**src/rtl/display_scheduler_if.sv**
```systemverilog
// Writer-side handshake bundle between the display scheduler and the
// writepixels serializer: a one-cycle valid strobe carrying a command/address
// byte and a data byte, answered by the writer's busy flag.
interface display_scheduler_if;
    logic       valid;
    logic [7:0] pos;
    logic [7:0] value;
    logic       busy;

    // The scheduler drives transfers and watches busy.
    modport master (
        output valid,
        output pos,
        output value,
        input  busy
    );

    // The writer consumes transfers and reports busy.
    modport slave (
        input  valid,
        input  pos,
        input  value,
        output busy
    );
endinterface

```
**src/rtl/display_scheduler.sv**
```systemverilog
// Display scheduler for the LED-array pixel writer.
// Owns a 16-byte frame buffer filled by the UART command parser. Whenever a
// frame is pending (periodic tick or explicit request), it sends one display
// control byte, waits a fixed pause, then sends the 16 address+data transfers.
// Every transfer is a strict issue / wait-busy-high / wait-busy-low handshake,
// so the writer can never be handed a second strobe while it is still working.
module display_scheduler #(
    parameter int CLK_HZ       = 12_000_000,
    parameter int REFRESH_HZ   = 10,
    parameter int PAUSE_CYCLES = 12_000,
    parameter int NUM_COLS     = 16
) (
    input  logic                       CLK,
    input  logic                       i_RST_N,
    input  logic                       i_wr_en,
    input  logic [3:0]                 i_wr_addr,
    input  logic [7:0]                 i_wr_data,
    input  logic                       i_refresh_req,
    input  logic                       i_display_on,
    input  logic [2:0]                 i_brightness,
    display_scheduler_if.master        wr,
    output logic                       o_frame_active,
    output logic                       o_frame_done
);

    localparam int TICK_PERIOD = CLK_HZ / REFRESH_HZ;
    localparam int TICK_W      = (TICK_PERIOD > 1) ? $clog2(TICK_PERIOD) : 1;
    localparam int PAUSE_W     = (PAUSE_CYCLES > 1) ? $clog2(PAUSE_CYCLES) : 1;

    localparam logic [TICK_W-1:0]  TICK_LAST  = TICK_W'(TICK_PERIOD - 1);
    localparam logic [PAUSE_W-1:0] PAUSE_LAST = PAUSE_W'(PAUSE_CYCLES - 1);
    localparam logic [3:0]         LAST_COL   = 4'(NUM_COLS - 1);

    typedef enum logic [1:0] {
        ST_IDLE,
        ST_CTRL,
        ST_PAUSE,
        ST_DATA
    } state_t;

    typedef enum logic [1:0] {
        PH_ISSUE,
        PH_ACK,
        PH_DRAIN
    } phase_t;

    state_t              state;
    phase_t              phase;
    logic [3:0]          column;
    logic                pending;
    logic [PAUSE_W-1:0]  pause_cnt;
    logic [TICK_W-1:0]   tick_cnt;
    logic                tick_wrap;
    logic [7:0]          ctrl_byte;
    logic [7:0]          frame_buf [16];

    assign tick_wrap = (tick_cnt == TICK_LAST);
    assign ctrl_byte = {4'b1000, i_display_on, i_brightness};

    // Free-running refresh tick: wraps once per frame period.
    always_ff @(posedge CLK or negedge i_RST_N) begin
        if (!i_RST_N) begin
            tick_cnt <= '0;
        end else if (tick_wrap) begin
            tick_cnt <= '0;
        end else begin
            tick_cnt <= tick_cnt + 1'b1;
        end
    end

    // Frame buffer write port, open in every state; columns are read only
    // when their transfer issues, so late writes land in the current frame
    // if that column has not gone out yet.
    always_ff @(posedge CLK or negedge i_RST_N) begin
        if (!i_RST_N) begin
            for (int i = 0; i < 16; i++) begin
                frame_buf[i] <= 8'h00;
            end
        end else if (i_wr_en) begin
            frame_buf[i_wr_addr] <= i_wr_data;
        end
    end

    // Frame sequencer: pending-trigger capture, control/pause/data ordering,
    // and the per-transfer issue/ack/drain handshake with registered outputs.
    always_ff @(posedge CLK or negedge i_RST_N) begin
        if (!i_RST_N) begin
            state          <= ST_IDLE;
            phase          <= PH_ISSUE;
            column         <= 4'd0;
            pending        <= 1'b0;
            pause_cnt      <= '0;
            wr.valid       <= 1'b0;
            wr.pos         <= 8'h00;
            wr.value       <= 8'h00;
            o_frame_active <= 1'b0;
            o_frame_done   <= 1'b0;
        end else begin
            wr.valid     <= 1'b0;
            o_frame_done <= 1'b0;

            if (tick_wrap || i_refresh_req) begin
                pending <= 1'b1;
            end

            unique case (state)
                ST_IDLE: begin
                    if (pending) begin
                        pending        <= 1'b0;
                        column         <= 4'd0;
                        phase          <= PH_ISSUE;
                        state          <= ST_CTRL;
                        o_frame_active <= 1'b1;
                    end
                end

                ST_PAUSE: begin
                    if (pause_cnt == PAUSE_LAST) begin
                        phase <= PH_ISSUE;
                        state <= ST_DATA;
                    end else begin
                        pause_cnt <= pause_cnt + 1'b1;
                    end
                end

                ST_CTRL, ST_DATA: begin
                    unique case (phase)
                        PH_ISSUE: begin
                            if (!wr.busy) begin
                                wr.valid <= 1'b1;
                                phase    <= PH_ACK;
                                if (state == ST_CTRL) begin
                                    wr.pos   <= ctrl_byte;
                                    wr.value <= 8'h00;
                                end else begin
                                    wr.pos   <= {4'hC, column};
                                    wr.value <= frame_buf[column];
                                end
                            end
                        end

                        PH_ACK: begin
                            if (wr.busy) begin
                                phase <= PH_DRAIN;
                            end
                        end

                        PH_DRAIN: begin
                            if (!wr.busy) begin
                                phase <= PH_ISSUE;
                                if (state == ST_CTRL) begin
                                    pause_cnt <= '0;
                                    state     <= ST_PAUSE;
                                end else if (column == LAST_COL) begin
                                    o_frame_done   <= 1'b1;
                                    o_frame_active <= 1'b0;
                                    state          <= ST_IDLE;
                                end else begin
                                    column <= column + 1'b1;
                                end
                            end
                        end

                        default: begin
                            phase <= PH_ISSUE;
                        end
                    endcase
                end

                default: begin
                    state <= ST_IDLE;
                end
            endcase
        end
    end

endmodule

```
**src/flat_wrapper.sv**
```systemverilog
// flat-port wrapper written by rule: the top's interface ports become plain ports
module display_scheduler_flat 
#(
    parameter int CLK_HZ       = 12_000_000,
    parameter int REFRESH_HZ   = 10,
    parameter int PAUSE_CYCLES = 12_000,
    parameter int NUM_COLS     = 16
)
  (CLK, i_RST_N, i_wr_en, i_wr_addr, i_wr_data, i_refresh_req, i_display_on, i_brightness, o_frame_active, o_frame_done, wr_valid, wr_pos, wr_value, wr_busy);
  display_scheduler_if wr_i ();
  input  logic CLK;
  input  logic i_RST_N;
  input  logic i_wr_en;
  input  logic [3:0] i_wr_addr;
  input  logic [7:0] i_wr_data;
  input  logic i_refresh_req;
  input  logic i_display_on;
  input  logic [2:0] i_brightness;
  output logic o_frame_active;
  output logic o_frame_done;
  output wire logic [$bits(wr_i.valid)-1:0] wr_valid;
  output wire logic [$bits(wr_i.pos)-1:0] wr_pos;
  output wire logic [$bits(wr_i.value)-1:0] wr_value;
  input wire logic [$bits(wr_i.busy)-1:0] wr_busy;
  assign wr_valid = wr_i.valid;
  assign wr_pos = wr_i.pos;
  assign wr_value = wr_i.value;
  assign wr_i.busy = wr_busy;
  display_scheduler #(.CLK_HZ(CLK_HZ), .REFRESH_HZ(REFRESH_HZ), .PAUSE_CYCLES(PAUSE_CYCLES), .NUM_COLS(NUM_COLS)) u_core (.CLK(CLK), .i_RST_N(i_RST_N), .i_wr_en(i_wr_en), .i_wr_addr(i_wr_addr), .i_wr_data(i_wr_data), .i_refresh_req(i_refresh_req), .i_display_on(i_display_on), .i_brightness(i_brightness), .wr(wr_i), .o_frame_active(o_frame_active), .o_frame_done(o_frame_done));
endmodule
```
**config.mk**
```make
export PLATFORM = sky130hd
export DESIGN_NAME = display_scheduler_flat
export DESIGN_NICKNAME = d
export VERILOG_FILES = /design/src/rtl/display_scheduler_if.sv /design/src/rtl/display_scheduler.sv /design/src/flat_wrapper.sv
export SDC_FILE = /design/constraint.sdc
export NUM_CORES = 1
export LEC_CHECK = 0
export CAP_MARGIN = 5
export CORE_UTILIZATION = 43
export DETAILED_ROUTE_END_ITERATION = 6
export SLEW_MARGIN = 40
export SYNTH_ARGS = -nofsm -noshare
export SYNTH_HDL_FRONTEND = slang
export SYNTH_SLANG_ARGS = --single-unit
export TNS_END_PERCENT = 5
```
**constraint.sdc**
```tcl
create_clock -name CLK -period 2.7 [get_ports CLK]
set_clock_uncertainty 0.15 [all_clocks]
set_input_delay 0.54 -clock CLK [delete_from_list [all_inputs] [get_ports CLK]]
set_output_delay 0.54 -clock CLK [all_outputs]
set_load 0.02 [all_outputs]
```
Word level (Yosys, flattened, before mapping). Index checks and enable logic that the tools add are counted.

Register bits after elaboration: 191. Latch bits: 0. Memory bits (writable): 0. Bits in read-only memories: 0. Output and inout port bits: 19. Word-level logic and storage cells: 121. Memories kept: 0.

$add $sub $neg: 3. Multipliers: 0. Div/mod/pow operators: 0. $lt $le $gt $ge: 3. Equal/unequal tests: 21. Shift-type cells: 0. Multiplexer cells: 51. Bitwise logic cells: 3. Reduce and logical (&&, ||, !) cells: 13.

Operators with widths (count): bitwise mux 128 bit (1); two-way mux 14 bit (4); binary-select mux 8 bit (select 4 bit) (1); demux 8 bit (select 4 bit) (1); two-way mux 8 bit (4); one-hot mux 14 bit (2 select lines) (1); two-way mux 2 bit (11); adder 21 x 1 -> 21 bit, second input constant (1); == test 21 bit, second input constant (1); two-way mux 21 bit (1); two-way mux 4 bit (5); one-hot mux 2 bit (3 select lines) (3); two-way mux 1 bit (16); AND reduction 5 bit (3); adder 14 x 1 -> 14 bit, second input constant (1); == test 14 bit, second input constant (1); AND reduction 6 bit (2); >= comparator 5 bit, second input constant (2); != test 2 x 1 -> 1 bit, second input constant (5); NOT 4 -> 5 bit (2); != test 3 bit, second input constant (3); != test 2 bit, second input constant (4); one-hot mux 4 bit (2 select lines) (1); two-way mux 7 bit (1); other kinds (14) (19).

Logic depth before layout (Yosys ltp).
Depth after elaboration: 6. Mapped depth: 8.

Worst setup path before layout. Ideal clock, no wire load.

Path kind: register to register. From: register u_core.pause_cnt[0]. To: register u_core.state[1]. Data arrival time: 1.915 ns. Data required time: 2.425 ns. Setup slack: 0.510 ns. Cell stages (with the launch flop): 6. Cells stage by stage: dfrtp_1 > ha_1 > nand4bb_1 > or4_4 > a221o_1 > mux2_4.

Longest elaborated chain between the ends: 3.

Ends and longest elaborated chain: start: declaration (line display_scheduler.sv:51) `logic [PAUSE_W-1:0] pause_cnt;`; start signal: assignment (line display_scheduler.sv:122) `pause_cnt <= pause_cnt + 1'b1;`; == test 14 bit (line display_scheduler.sv:118) `if (pause_cnt == PAUSE_LAST) begin`; != test 2 x 1 -> 1 bit (no source line); AND reduction 5 bit (no source line); end signal: assignment (line display_scheduler.sv:112) `state <= ST_CTRL;`; end signal: assignment (line display_scheduler.sv:120) `state <= ST_DATA;`; end signal: assignment (line display_scheduler.sv:153) `state <= ST_PAUSE;`; end: declaration (line display_scheduler.sv:47) `state_t state;`.

Every way passes these cells. A chain may end at the register's enable or synchronous reset.

Final worst setup path. Same ends and word-level chain as after synthesis.

==> summary.md <==
| Metric | Value |
|---|---|
| CTS tree | built |
| Xor and xnor area share after synthesis | ~1.9% |
| Slowest cell on the critical path | or4_4 |
| Clock Path Buffers | 2 |
| Clock latency at the later pin of the worst-skew pair | between 0.4 and 0.5 ns |
| Final std cells w/o fill | 989 |
| Worst-path maximum fanout | 6 |
| Combinational family with the most area after synthesis | multiplexers |
| Inst Count DP | 957 |
| Clock period minus worst slack | around 2.4 ns |
| Final Hold Viols | 0 |
| Maximum clock frequency | 0.423 GHz |
| Biggest area consumer among synthesized cells | dfrtp_1 |
| Placed cell area | 9710 µm² |
| CP Class | reg -> reg |
| Top-Level Pins | 40 |
| CP max stage delay | 0.56 ns |
| CP arrival | 2.53 ns |
| Synthesized cell area | 8880 µm² |
| RSZ-0062 raised after global routing | false |
| CTS root buf | clkbuf_16 |
| Crit. End Element | flip-flop |
| Req. time, crit path | 2.86 ns |
| Startpoint types | flip-flop |
| Seq pwr share | 40.8% |
| Period utilization | 87.6% |
| Outcome | finished clean |
| Max-Cap Viols | 0 |
| Htree depth | 4 |
| Most common cell after layout, fill and taps aside | dfrtp_1 |
| Iter 0 DRT Violations | 220 |
| Post-Synthesis Mean Instance Area | about 14 µm² |
| DR pass1 iterations | 4 |
| Antenna viol nets, final | 0 |
| Via Count | approximately 5.6k |
| NetSw | 3030 µW |
| Wire length per cell | 19.8 µm |
| DR vias/cell | roughly 5.7 |
| Synth top area share | 53.3% |
| Pwr Total | 9840 µW |
| Top FF cell, synth | dfrtp_1 |
| Buffers added on ports | 37 |
| Die width | ~150 µm |
| Setup_tns | 0 ns |
| Main area contributors after synthesis | dfrtp_1 (53%), mux2_2 (16%), mux4_2 (8.1%) |
| First-pass GRT wire length | 32.5 mm |
| Largest net degree at the start of global routing | 63 |
| Max-slew violations | 0 |
| Post-Synth Adder-Cell Area | less than 1% |
| Final wirelength | approximately 20 mm |
| Cell variety after synth | between 50 and 60 |
| Seq cells post-synth | 189 |
| Sink Count | 189 |
| Design area | 10,400 µm² |
| Initial antenna violation count | 0 |
| Share of cells above drive strength 1 | 32.4% |
| Post-DP HPWL | roughly 13 mm |
| Antenna fix cells | 0 |
| VDD IR-drop max | around 0.00055 V |
| Gr ovfl total | 0 |
| Starting density of the core | between 40% and 50% |
| Synth Area in Simple Gates | approximately 9.0% |
| Post-synth ARST share | 100% |
| Warnings, synthesis | 0 |
| Proportion of synthesized area in mux cells | 28.2% |
| EDFF count, synth | 0 |
| Switching part of the total | 30.8% |
| Worst rel slew slack | 47.0% |
| Syn-to-layout area delta | 16.7% |
| Clock-pin slew on the worst setup and hold paths | approximately 0.07 ns |
| Total track usage | 19.9% |
| Crit path cell chain | ha_1 > nand4bb_1 > or4_4 > a221o_1 > mux2_4 |
| Core Rows | between 50 and 60 |
| Worst Hold Class | reg -> reg |
| Die area | 21,200 µm² |
| Internal Dissipation | 6810 µW |
| Routability Congestion | 0.801 |
| Pre-CTS WS | 0.246 ns |
| Register area share after synthesis | 53.3% |
| Most frequent cells in the layout | dfrtp_1 (188), mux2_2 (130), clkdlybuf4s50_1 (36), mux4_2 (32), nor2_1 (31) |
| Final Setup Violations | 0 |
| Mapped Cells | 657 |
| Core area | about 20,000 µm² |
| Drt drc | 0 |
| Number of global-route vias before repair | about 6k |
| Post_cts resized | 0 |
| Pwr Density | around 950 nW/µm² |
| Clock Power Share | 28.0% |
| Leak pwr | 0.00433 µW |
| Num CTS Buffers | 17 |
| Complex-gate fraction of the synthesized area | 4.34% |
| Nets | 735 |
| Setup ws final | around 0.33 ns |
| Comb pwr share | 31.3% |
| Worst Tran Pin Value | around 0.79 ns |
| Chip height | 146 µm |
[worst paths after layout]
kind,start,end,slack (ns),depth (start not counted)
worst max-delay path,u_core.pause_cnt[0],u_core.state[1],0.33,5
worst min-delay path,u_core.wr.pos[7],u_core.wr.pos[7],0.34,1
worst max register to register,u_core.pause_cnt[0],u_core.state[1],0.33,5
worst min register to register,u_core.wr.pos[7],u_core.wr.pos[7],0.34,1
max in group asynchronous,i_RST_N,u_core.wr.value[3],1.16,3
min in group asynchronous,i_RST_N,u_core.pause_cnt[10],0.51,2
[synth_stat cells (all sizes together) (5+ instances only)]
library cell / count
nor2: 31
nor4: 8
nand4: 7
clkbuf: 27
xor2: 9
inv: 12
dfrtp: 189
nand2: 23
nand3b: 6
nor3: 5
buf: 11
mux2: 132
ha: 7
or3: 5
nand3: 23
mux2i: 29
xnor2: 10
o21ai: 9
a22o: 8
a31oi: 17
mux4: 32
[layer usage]
metal | track usage, % | share of wire, %
met5 | 0 | 0
met3 | 4.58 | 4.4
met1 | 27.7 | 47
met4 | 5.68 | 1.3
met2 | 31.3 | 47
[power groups by stage]
| stage | Combinational (µW) | Sequential [µW] | Clock (µW) |
|---|---|---|---|
| global route | 3360 | 4110 | 2940 |
| global placement | 3040 | 4010 | 0 |
| floorplan | 2160 | 3950 | 0 |
| finish | 3080 | 4010 | 2750 |
| detailed placement | 3100 | 4060 | 0 |
| CTS | 3130 | 4010 | 2820 |
[final cells by class]
| type | instances | area [µm²] |
|---|---|---|
| inverters | 12 | 45.0 |
| fillers | 1733 | 9870 |
| multi-input cells | 419 | 3950 |
| clock buffers | 18 | 429 |
| well taps | 270 | 338 |
| repair buffers | 68 | 657 |
| flip-flops and latches | 189 | 4730 |
| clock inverters | 13 | 211 |
[worst max-delay path: cells and delay by family, from the launching register on]
family | cells | cell delay, ns
AO/OA/AOI/OAI | 1 | 0.41
adder cells (fa/ha/maj) | 1 | 0.24
flip-flops | 1 | 0.43
multiplexers | 1 | 0.31
AND/OR/NAND/NOR | 2 | 0.71
[timing repair]
item,in CTS,in global routing
endpoints found under the hold margin,58,0
setup buffers,0,0
hold buffers,1,0
endpoints found under the setup margin,0,0
[registers in the layout, summed over array words and instances (netlist names)]
| signal | cells |
|---|---|
| u_core.pause_cnt | 14 |
| u_core.wr.pos | 6 |
| u_core.pending | 1 |
| u_core.tick_cnt | 21 |
| u_core.column | 4 |
| u_core.state | 2 |
| u_core.o_frame_done | 1 |
| u_core.frame_buf | 128 |
| u_core.wr.value | 8 |
| u_core.phase | 2 |
| u_core.wr.valid | 1 |
| u_core.o_frame_active | 1 |
[cell families (layout without fill, tap and decap cells)]
logic type | Yosys count | in the layout
other | 1 | 2
muxes | 193 | 193
and+or+nand+nor | 142 | 142
DFF | 189 | 189
adders and majority gates | 7 | 7
AOI/OAI and AO/OA | 56 | 56
xor gates and xnor gates | 19 | 19
buffers and inverters | 50 | 111
[stage by stage]
step,util (%),hold WS (ns)
after global routing,51.2,0.367
final,51.2,0.336
after floorplan,-,0.0944
after CTS,51.2,0.345
after global placement,48.0,0.298
after detailed placement,48.0,0.330
No activity file was read; power rests on OpenSTA's default activity.
==> RTL change (config.mk and constraints unchanged) <==
The 3 values of `phase_t` get a one-hot encoding in 3 bits.
--- a/src/rtl/display_scheduler.sv
+++ b/src/rtl/display_scheduler.sv
@@ -40,6 +40,6 @@
 
-    typedef enum logic [1:0] {
-        PH_ISSUE,
-        PH_ACK,
-        PH_DRAIN
+    typedef enum logic [2:0] {
+        PH_ISSUE = 3'b001,
+        PH_ACK   = 3'b010,
+        PH_DRAIN = 3'b100
     } phase_t;
Function: no difference found for any inputs over 10 cycles, from zero or initial values and one cycle with i_RST_N low; not proved beyond that.
==> RTL change against the unedited design <==
- design area increased by 1.4%
- power decreased by 2.8%
- non-clock buffer count increased by 6
- worst setup slack got worse by 0.045 ns
- routed wire length increased by 2.3%
- sequential cell count increased by 1
- synthesized area increased by 1.5%
- combinational power increased by 2%
==> RTL change: results (changes against the unedited design) <==
| Metric | Value |
|---|---|
| Run status | complete, no violations (unchanged) |
| M1 wire length | 9050 µm (was 9210 µm) |
| Top cells by area, synth | dfrtp_1 (52%), mux2_2 (17%), mux4_2 (8.0%) (was dfrtp_1 (53%), mux2_2 (16%), mux4_2 (8.1%)) |
| Critical Path End | u_core.pause_cnt[9] (was u_core.state[1]) |
| GRT Util Overall | 20.1% (was 19.9%) |
| Vias in the first global route | 6085 (was 5941) |
| Leak pwr | 0.00440 µW (was 0.00433 µW) |
| Period minus WS final | 2.41 ns (was 2.37 ns) |
| Filler Cell Count | 1744 (was 1733) |
| Max Cap Viol | 0 (unchanged) |
| GR Layer Usage met2 | 33.2% (was 31.3%) |
| Biggest cell delay along the critical path | 0.64 ns (was 0.56 ns) |
| Met3 global-route usage | 3.88% (was 4.58%) |
| Layout cells sized above 1 | 34.2% (was 32.4%) |
| Initial antenna violation count | 0 (unchanged) |
| Dpl hpwl | 13700 µm (was 12800 µm) |
| Unique masters post-synth | 60 (was 53) |
| Min Hold Slack | 0.334 ns (was 0.336 ns) |
| Nets@finish | 760 (was 735) |
| Total detailed-routing wirelength | 20000 µm (was 19600 µm) |
| DP Worst Slack | -0.0961 ns (was 0.246 ns) |
| Cell Area, Placed | 0.00991 mm² (was 0.00971 mm²) |
| First-pass GRT wire length | 33200 µm (was 32500 µm) |
| Crit path DAT | 2.57 ns (was 2.53 ns) |
| CP max stage cell | o41a_1 (was or4_4) |
| Antenna cells | 0 (unchanged) |
| Worst-margin pin slew | 0.627 ns (was 0.787 ns) |
| Crit path max fanout | 10 (was 6) |
| M1 GR Usage | 27.3% (was 27.7%) |
| Storage element area | 0.00476 mm² (was 0.00473 mm²) |
| Max Buffers Root-to-Sink | 2 (unchanged) |
| Worst Hold Path Cells | 2 (was 1) |
| Detailed-route vias per instance | 5.70 (was 5.69) |
| R2R Setup Slk | 0.29 ns (was 0.33 ns) |
| Hold worst-path end | u_core.wr.pos[3] (was u_core.wr.pos[7]) |
| Met2 wire length | 10000 µm (was 9230 µm) |
| Worst min path class | reg2reg (unchanged) |
| Min-delay src | u_core.wr.pos[3] (was u_core.wr.pos[7]) |
| VDD IR max | 435 µV (was 549 µV) |
| Inst Count DP | 982 (was 957) |
| Critical path's top delay family | compound AO/OA/AOI/OAI gates (was simple AND/OR/NAND/NOR gates) |
| Post-synth top cells | dfrtp_1 (189), mux2_2 (139), nor2_1 (34) (was dfrtp_1 (189), mux2_2 (130), mux4_2 (32)) |
| RePlAce Congestion | 0.793 (was 0.801) |
| Cts bufs inserted | 17 (unchanged) |
| WL met3 | 703 µm (was 870 µm) |
| Routed WL per cell | 19.7 µm (was 19.8 µm) |
| Register area share after synthesis | 52.7% (was 53.3%) |
| Top Metal Used | met4 (unchanged) |
| Yosys warning total | 0 (unchanged) |
| Avg Cell Area, Syn | 13.4 µm² (was 13.5 µm²) |
| Initial DRC count | 269 (was 220) |
| Largest net degree at the start of global routing | 59 (was 63) |
## RTL change: area by class of cell
cell class / instances / share of cell area, %
flip-flops and latches: 190 / 45.3
multi-input cells: 442 / 38.8
repair buffers: 74 / 6.82
clock buffers: 19 / 4.31
well taps: 270 / 3.21
clock inverters: 13 / 1.32
inverters: 7 / 0.250
## RTL change: timing repair
item,in CTS,in global routing
hold buffers,1,0
resized for setup,0,0
hold endpoints to repair,55,0
buffers inserted,0,0
## RTL change: cell families (layout without fill, tap and decap cells)
logic type,count (synthesis),after routing,synth area share (%)
xor gates and xnor gates,16,16,1.55
AOI/OAI and AO/OA,67,67,5.54
adders and majority gates,7,7,0.971
buffers and inverters,44,113,2.05
other,1,2,0.0416
DFF,190,190,52.7
muxes,185,185,27.0
and+or+nand+nor,165,165,10.1
## RTL change: report_power, final
part,switching [µW],internal (µW),total (µW)
clock,1160,1360,2520
sequential,458,3460,3920
combinational,1480,1650,3130
